[src/rtl/rchdc_pkg.sv]
// Shared types and helpers for the skid register slice.
package rchdc_pkg;

    localparam int unsigned LEVEL_W = 2;

    typedef enum logic [1:0] {
        S_EMPTY = 2'd0,
        S_BUSY  = 2'd1,
        S_FULL  = 2'd2
    } slice_state_t;

    // Number of beats held by the slice in a given state.
    function automatic logic [LEVEL_W-1:0] state_level(input slice_state_t s);
        case (s)
            S_BUSY:  return 2'd1;
            S_FULL:  return 2'd2;
            default: return 2'd0;
        endcase
    endfunction

endpackage

[src/rtl/skid_slice_dff_en.sv]
// Load-enabled register with synchronous active-high clear.
module dff_en #(
    parameter int unsigned W = 32
) (
    input  logic         clk,
    input  logic         rst,
    input  logic         en,
    input  logic [W-1:0] d,
    output logic [W-1:0] q
);

    // Clear on reset, otherwise capture d when enabled.
    always_ff @(posedge clk) begin
        if (rst) begin
            q <= '0;
        end else if (en) begin
            q <= d;
        end
    end

endmodule

[src/rtl/skid_slice.sv]
// Full-throughput valid/ready register slice with a two-entry skid buffer.
// The main register drives m_data; the skid register catches the beat that
// arrives in the cycle the downstream stalls, so s_ready can be a decode of
// registered state instead of a combinational function of m_ready.
module skid_slice
    import rchdc_pkg::*;
#(
    parameter int unsigned DW = 32
) (
    input  logic                 clk,
    input  logic                 rst,
    input  logic                 s_valid,
    output logic                 s_ready,
    input  logic [DW-1:0]        s_data,
    output logic                 m_valid,
    input  logic                 m_ready,
    output logic [DW-1:0]        m_data,
    output logic [LEVEL_W-1:0]   level
);

    slice_state_t  state;
    slice_state_t  state_next;
    logic          in_xfer;
    logic          out_xfer;
    logic          main_load;
    logic          skid_load;
    logic [DW-1:0] main_d;
    logic [DW-1:0] main_q;
    logic [DW-1:0] skid_q;

    // Interface decodes: all depend only on registered state (and rst).
    assign s_ready  = (state != S_FULL) && !rst;
    assign m_valid  = (state != S_EMPTY);
    assign m_data   = main_q;
    assign level    = state_level(state);
    assign in_xfer  = s_valid && s_ready;
    assign out_xfer = m_valid && m_ready;

    // State register.
    always_ff @(posedge clk) begin
        if (rst) begin
            state <= S_EMPTY;
        end else begin
            state <= state_next;
        end
    end

    // Next-state decode from the two handshakes.
    always_comb begin
        state_next = state;
        case (state)
            S_EMPTY: begin
                if (in_xfer) state_next = S_BUSY;
            end
            S_BUSY: begin
                if (in_xfer && !out_xfer)      state_next = S_FULL;
                else if (!in_xfer && out_xfer) state_next = S_EMPTY;
            end
            S_FULL: begin
                if (out_xfer) state_next = S_BUSY;
            end
            default: state_next = S_EMPTY;
        endcase
    end

    // Data-path controls: which register loads and from where.
    always_comb begin
        main_load = 1'b0;
        skid_load = 1'b0;
        main_d    = s_data;
        case (state)
            S_EMPTY: begin
                main_load = in_xfer;
            end
            S_BUSY: begin
                main_load = in_xfer && out_xfer;
                skid_load = in_xfer && !out_xfer;
            end
            S_FULL: begin
                main_load = out_xfer;
                main_d    = skid_q;
            end
            default: begin
                main_load = 1'b0;
            end
        endcase
    end

    dff_en #(.W(DW)) u_main (
        .clk (clk),
        .rst (rst),
        .en  (main_load),
        .d   (main_d),
        .q   (main_q)
    );

    dff_en #(.W(DW)) u_skid (
        .clk (clk),
        .rst (rst),
        .en  (skid_load),
        .d   (s_data),
        .q   (skid_q)
    );

endmodule

[config.mk]
export PLATFORM = sky130hd
export DESIGN_NAME = skid_slice
export DESIGN_NICKNAME = d
export VERILOG_FILES = /design/src/rtl/rchdc_pkg.sv /design/src/rtl/skid_slice_dff_en.sv /design/src/rtl/skid_slice.sv
export SDC_FILE = /design/constraint.sdc
export NUM_CORES = 1
export LEC_CHECK = 0
export BUFFER_PORTS_ARGS = -buffer_cell sky130_fd_sc_hd__buf_2
export CAP_MARGIN = 5
export CORE_ASPECT_RATIO = 0.6
export CORE_MARGIN = 3
export CORE_UTILIZATION = 40
export CTS_CLUSTER_DIAMETER = 40
export DETAILED_ROUTE_END_ITERATION = 6
export GPL_TIMING_DRIVEN = 0
export SETUP_SLACK_MARGIN = 0.4
export SYNTH_ARGS = -nofsm -noshare
export SYNTH_HDL_FRONTEND = slang
export SYNTH_SLANG_ARGS = --single-unit
[constraint.sdc]
create_clock -name clk -period 2.9 [get_ports clk]
set_input_delay 0.435 -clock clk [delete_from_list [all_inputs] [get_ports clk]]
set_output_delay 0.435 -clock clk [all_outputs]
set_load 0.01 [all_outputs]
==> results of run 1 <==
Yosys cell counts (all sizes together):
cell and n:
a2bb2oi 1, or2 1, buf 7, a21oi 32, nor2b 1, mux2i 1
ha 2, and3b 3, dfxtp 66, nor2 3, nor4b 1, nor4 32
or3 1, o22a 1, a311oi 32, clkinv 1, clkbuf 31, inv 1
nand2b 1, and2 1, nand3b 1, nand2 129
tightest hold or removal path: stages:
cell and delay (ns):
buf_2 0.10, nand2_1 0.05, a21oi_1 0.05
layer usage:
layer  GRT usage  vias to the layer above  part of all wire
li1            -                     1403                 -
met1       0.297                     1307              0.48
met2       0.297                       98              0.43
met3      0.0555                        8             0.077
met4      0.0789                        0            0.0091
met5           0                        -                 0
per-stage QoR:
step	cells	power [mW]
after floorplan	349	1.19
after global placement	506	1.30
after detailed placement	506	1.30
after CTS	524	2.29
after global routing	526	2.37
final	526	2.28
power by group through the flow:
stage,clock [mW],combinational [mW],sequential [mW]
after global routing,1.03,0.349,0.988
after global placement,0,0.296,1.00
after floorplan,0,0.176,1.02
final,0.978,0.319,0.983
after detailed placement,0,0.302,1.00
after CTS,0.998,0.309,0.982
sequential cells by signal, indices dropped and copies added (netlist names):
signal,flops
state,2
u_main.q,32
u_skid.q,32
cell type report:
| cell class | count | area, µm² | area share |
|---|---|---|---|
| timing repair buffer | 74 | 398 | 0.104 |
| clock inverter | 3 | 15.0 | 0.00394 |
| tap | 87 | 109 | 0.0285 |
| multi-input combinational | 243 | 1470 | 0.386 |
| buffer | 38 | 225 | 0.0591 |
| clock buffer | 13 | 250 | 0.0656 |
| sequential | 66 | 1320 | 0.347 |
| inverter | 2 | 20.0 | 0.00525 |
worst paths after layout:
check,slack (ns),end,cells after the start
max,0.51,u_main.q[9],13
min,0.35,u_skid.q[23],3
max reg2reg,0.51,u_main.q[9],13
min reg2reg,0.45,u_skid.q[26],2
what timing repair did:
action	in CTS	in global routing
setup buffers	2	1
endpoints found under the setup margin	62	62
cloned	0	1
pin swaps	2	3
resized for setup	17	14
kinds of logic (layout without fill, tap and decap cells):
family / after synthesis / in the layout / synth area share
buf+inv: 40 / 130 / 0.0601
simple gates: 174 / 174 / 0.262
flops: 66 / 66 / 0.447
compound gates: 66 / 66 / 0.218
mux: 1 / 1 / 0.00339
fa+ha+maj: 2 / 2 / 0.00847
==> flow_metrics.tcl, run 1 <==
set metrics [dict create \
    cp-start-kind "flop" \
    grt_pass1_vias 2614 \
    p_leak_nw 1.53 \
    layout_worst_path_cycle_share 0.824 \
    cts.sinks 66 \
    p_switching_uw 582 \
    setup_ws_ns 0.510 \
    postCtsHoldBufs 0 \
    overflow 0 \
    final_common_cell "nand2_1" \
    worst_path_largest_cell_delay_ns 0.37 \
    path_buf_inv 6 \
    ys_ff_latch 66 \
    core-area_mm2 0.00691 \
    clk_pin_slew_worst_paths_ns 0.05 \
    fmax_ghz 0.418 \
    crit_type "flop to flop" \
    rsz0062_at_grt "false" \
    yosys-top-cells-area "dfxtp_1, nand2_1, a311oi_2" \
    hp-start "s_data[23]" \
    pwr-share-comb 0.140 \
    worstPathMaxFanout 9 \
    syn_to_final_growth_pct 29.0 \
    p_sw_frac 0.255 \
    critPathLaunch "state[0]" \
    syn_nets 387 \
    internal_power_mw 1.70 \
    grt_pass1_wl_mm 13.3 \
    yosysSeqAreaShare 0.447 \
    post-place-ws_ns -0.0917 \
    layout.nets 472 \
    place_congestion 0.802 \
    power.share.clock 0.429 \
    tns_ns 0 \
    start_util 0.428 \
    fin_crit_ns 2.39 \
    numCtsBuffers 9 \
    vias 2816 \
    relSlewSlack 0.503 \
    final_util 0.552 \
    firstDrtPassIters 4 \
    cts_tree "done" \
    yosys_warnings 0 \
    grt_max_degree 11 \
    layout_common_cells "nand2_1, buf_2, dfxtp_1, nor4_1, a21oi_1" \
    antenna_found_initial 0 \
    hold_violations 0 \
    mappedNetlistArea_mm2 0.00296 \
    synth_top_area_cell "dfxtp_1" \
    grtUsageTotal 0.207 \
    drt_iter0_markers 163 \
    cp.required_ns 3.14 \
    drive_gt1_frac 0.317 \
    finalInstanceArea_mm2 0.00381 \
    wl_per_cell_um 16.0 \
    cts_htree_levels 3 \
    worstPathArrival_ns 2.63 \
    placed_area_mm2 0.00342 \
    crit_path_top_delay_cell "or3_4" \
    via_per_inst 5.35 \
    holdWs_ns 0.347 \
    boundaryPins 72 \
    powerDensity_mw_per_mm2 598 \
    r2r_start "state[0]" \
    synth_top_area_share 0.447 \
    critPathMostFrequentCell "buf_8" \
    setup_viol_count_final 0 \
    seqPwrFrac 0.431 \
    crit_family "simple AND/OR/NAND/NOR gates" \
    avgSynthCellArea_um2 8.47 \
    status "completed" \
    cts-root-buf "clkbuf_16" \
    wl_mm 8.43 \
    numPortBuffers 70 \
    worstPathCellList "buf_6 > nand2b_4 > buf_8 > clkinv_8 > nor2_2 > and2_4 > ha_1 > and3b_1 > clkbuf_8 > or3_4 > buf_8 > buf_4 > a311oi_1" \
    cp-end-kind "flop" \
    drtAntennaViolNets 0 \
    n_fill_cell 653 \
    drcViolationCount 0 \
    synthCells 349 \
    row_count 23 \
    synth.distinct_cells 26 \
    worst_pin_slew_ns 0.745 \
    fp.dieW_um 117 \
    vdd_drop_max_uv 380 \
    fin_skew_ns 0.00676 \
    clk_latency_ns 0.34 \
    timing.max_cap.violations 0 \
    fp.dieH_um 72.6 \
    slew_viol_final 0 \
    diodes 0 \
    ctsLongestPathBuffers 2 \
    die_area_mm2 0.00849 \
    hold_path.class "primary input to flop" \
    dp_hpwl_mm 5.78 \
]
(Power assumes the default switching activity.)
==> run 2, diff against run 1 <==
- clock period: 2.9 -> 2.35 ns (I/O delays scaled with it)
==> run 2 against run 1 <==
The run now ends with setup timing left. Core utilization grew 8.4 points. Largest power group is now clock. Die area is the same. Register-to-register slack lost 0.55 ns. Fmax is essentially flat. Highest routed layer unchanged. Non-clock buffer count grew 14. Sequential share of layout area shrank 4.5 points.
==> flow_metrics.tcl, run 2 (synthesis results as in run 1) <==
set metrics [dict create \
    p_total_mw 2.97 \
    wl_mm 9.37 \
    crit_type "flop to flop" \
    fp.dieW_um 117 \
    p_sw_frac 0.253 \
    cts-root-buf "clkbuf_16" \
    cts_tree "done" \
    worstPathArrival_ns 2.64 \
    cp.required_ns 2.60 \
    slew_viol_final 0 \
    clk_latency_ns 0.34 \
    grtUsageTotal 0.226 \
    fp.dieH_um 72.6 \
    drtAntennaViolNets 0 \
    setup_viol_count_final 28 \
    fin_skew_ns 0.00348 \
    die_area_mm2 0.00849 \
    pwr-share-comb 0.164 \
    violations "setup timing" \
    core-area_mm2 0.00691 \
    worstPathCellList "buf_6 > nand2b_4 > clkbuf_16 > clkinv_8 > nor2_4 > and2_4 > ha_4 > and3b_1 > clkbuf_8 > or3_4 > buf_12 > buf_12 > a311oi_2" \
    place_congestion 0.849 \
    rsz0062_at_grt "true" \
    numCtsBuffers 9 \
    dp_hpwl_mm 5.77 \
    p_switching_uw 753 \
    clk_pin_slew_worst_paths_ns 0.05 \
    syn_to_final_growth_pct 48.6 \
    critPathMostFrequentCell "buf_12" \
    worst_pin_slew_ns 0.803 \
    grt_pass1_vias 2804 \
    final_common_cell "nand2_1" \
    start_util 0.428 \
    holdWs_ns 0.261 \
    grt_pass1_wl_mm 14.4 \
    hold_violations 0 \
    drcViolationCount 0 \
    fmax_ghz 0.419 \
    finalInstanceArea_mm2 0.00439 \
    placed_area_mm2 0.00349 \
    cts.sinks 66 \
    fin_crit_ns 2.39 \
    boundaryPins 72 \
    status "finished, violations left" \
    relSlewSlack 0.465 \
    wl_per_cell_um 17.3 \
    vias 2927 \
    row_count 23 \
    powerDensity_mw_per_mm2 677 \
    firstDrtPassIters 4 \
    timing.max_cap.violations 0 \
    seqPwrFrac 0.411 \
    largestRegisters "u_main.q: 32 flops, u_skid.q: 32 flops, state: 2 flops" \
    drt_iter0_markers 176 \
    overflow 0 \
    layout_common_cells "nand2_1, buf_2, dfxtp_1, a311oi_2, a21oi_1" \
    diodes 0 \
    reg2reg_depth 13 \
    crit_path_top_delay_cell "or3_4" \
    p_leak_nw 1.76 \
    cts_htree_levels 3 \
    ctsLongestPathBuffers 2 \
    cp-start-kind "flop" \
    hold_path.class "primary input to flop" \
    internal_power_mw 2.22 \
    whs_path_depth 3 \
    worst_path_largest_cell_delay_ns 0.37 \
    numPortBuffers 70 \
    grt_max_degree 11 \
    cp-end-kind "flop" \
    layout.nets 486 \
    vdd_drop_max_uv 467 \
    n_fill_cell 584 \
    setup_ws_ns -0.0392 \
    worstPathMaxFanout 5 \
    post-place-ws_ns -0.196 \
    power.share.clock 0.425 \
    via_per_inst 5.42 \
    layout_worst_path_cycle_share 1.02 \
    drive_gt1_frac 0.475 \
    antenna_found_initial 0 \
]
## run 2: cell types whose count changed in the layout (fill, tap and decap cells not counted), moves of 4 or more
cell | previous run | this run
nand2_1 | 129 | 107
buf_4 | 3 | 14
clkbuf_1 | 26 | 18
nand2_2 | 0 | 20
clkbuf_16 | 10 | 14
nor4_1 | 32 | 7
nor4_2 | 0 | 23
## run 2: routing by layer
metal / wire length, µm / global-route usage / vias to the layer above / share of wire
li1: - / - / 1430 / -
met1: 4540 / 0.324 / 1403 / 0.48
met2: 4040 / 0.321 / 82 / 0.43
met3: 677 / 0.0771 / 12 / 0.072
met4: 107 / 0.0649 / 0 / 0.011
met5: 0 / 0 / - / 0
## run 2: worst max-delay path, delay by kind of cell (launching register included)
kind                     cells  cell delay [ns]
AND/OR/NAND/NOR              5             0.87
adder cells (fa/ha/maj)      1             0.15
AO/OA/AOI/OAI                1             0.21
buffers and inverters        6             0.76
flip-flops                   1             0.31
## run 2: stage by stage
stage	cells	setup TNS (ns)	util
after global placement	506	-4.43	0.505
after CTS	538	0	0.597
after detailed placement	506	-5.32	0.505
after floorplan	349	0	-
after global routing	540	-2.34	0.636
final	540	-0.460	0.636
## run 2: timing repair
action	CTS	global route
pin swaps	11	6
setup endpoints to repair	63	67
resized for setup	45	64
buffers inserted	12	2
cloned	4	0
hold buffers	0	0
## run 2: power by group through the flow
| stage | Combinational (mW) | Clock, mW | Sequential (mW) |
|---|---|---|---|
| finish | 0.487 | 1.26 | 1.22 |
| CTS | 0.436 | 1.29 | 1.21 |
| floorplan | 0.229 | 0 | 1.25 |
| detailed placement | 0.383 | 0 | 1.24 |
| global route | 0.525 | 1.34 | 1.23 |
| global placement | 0.378 | 0 | 1.23 |
## run 2: final cells by class
class                      count  area (µm²)  area share
multi-input combinational    243        1750       0.398
tap                           87         109      0.0248
clock inverter                 2        10.0     0.00228
timing repair buffer          88         542       0.123
sequential                    66        1320       0.302
clock buffer                  14         274      0.0624
buffer                        38         367      0.0835
inverter                       2        20.0     0.00456
## run 2: path summary, 6_finish.rpt
kind                  end  slack [ns]        start
max          u_main.q[24]       -0.04     state[0]
min           u_skid.q[2]        0.26    s_data[2]
max reg2reg  u_main.q[24]       -0.04     state[0]
min reg2reg   u_skid.q[2]        0.45  u_skid.q[2]
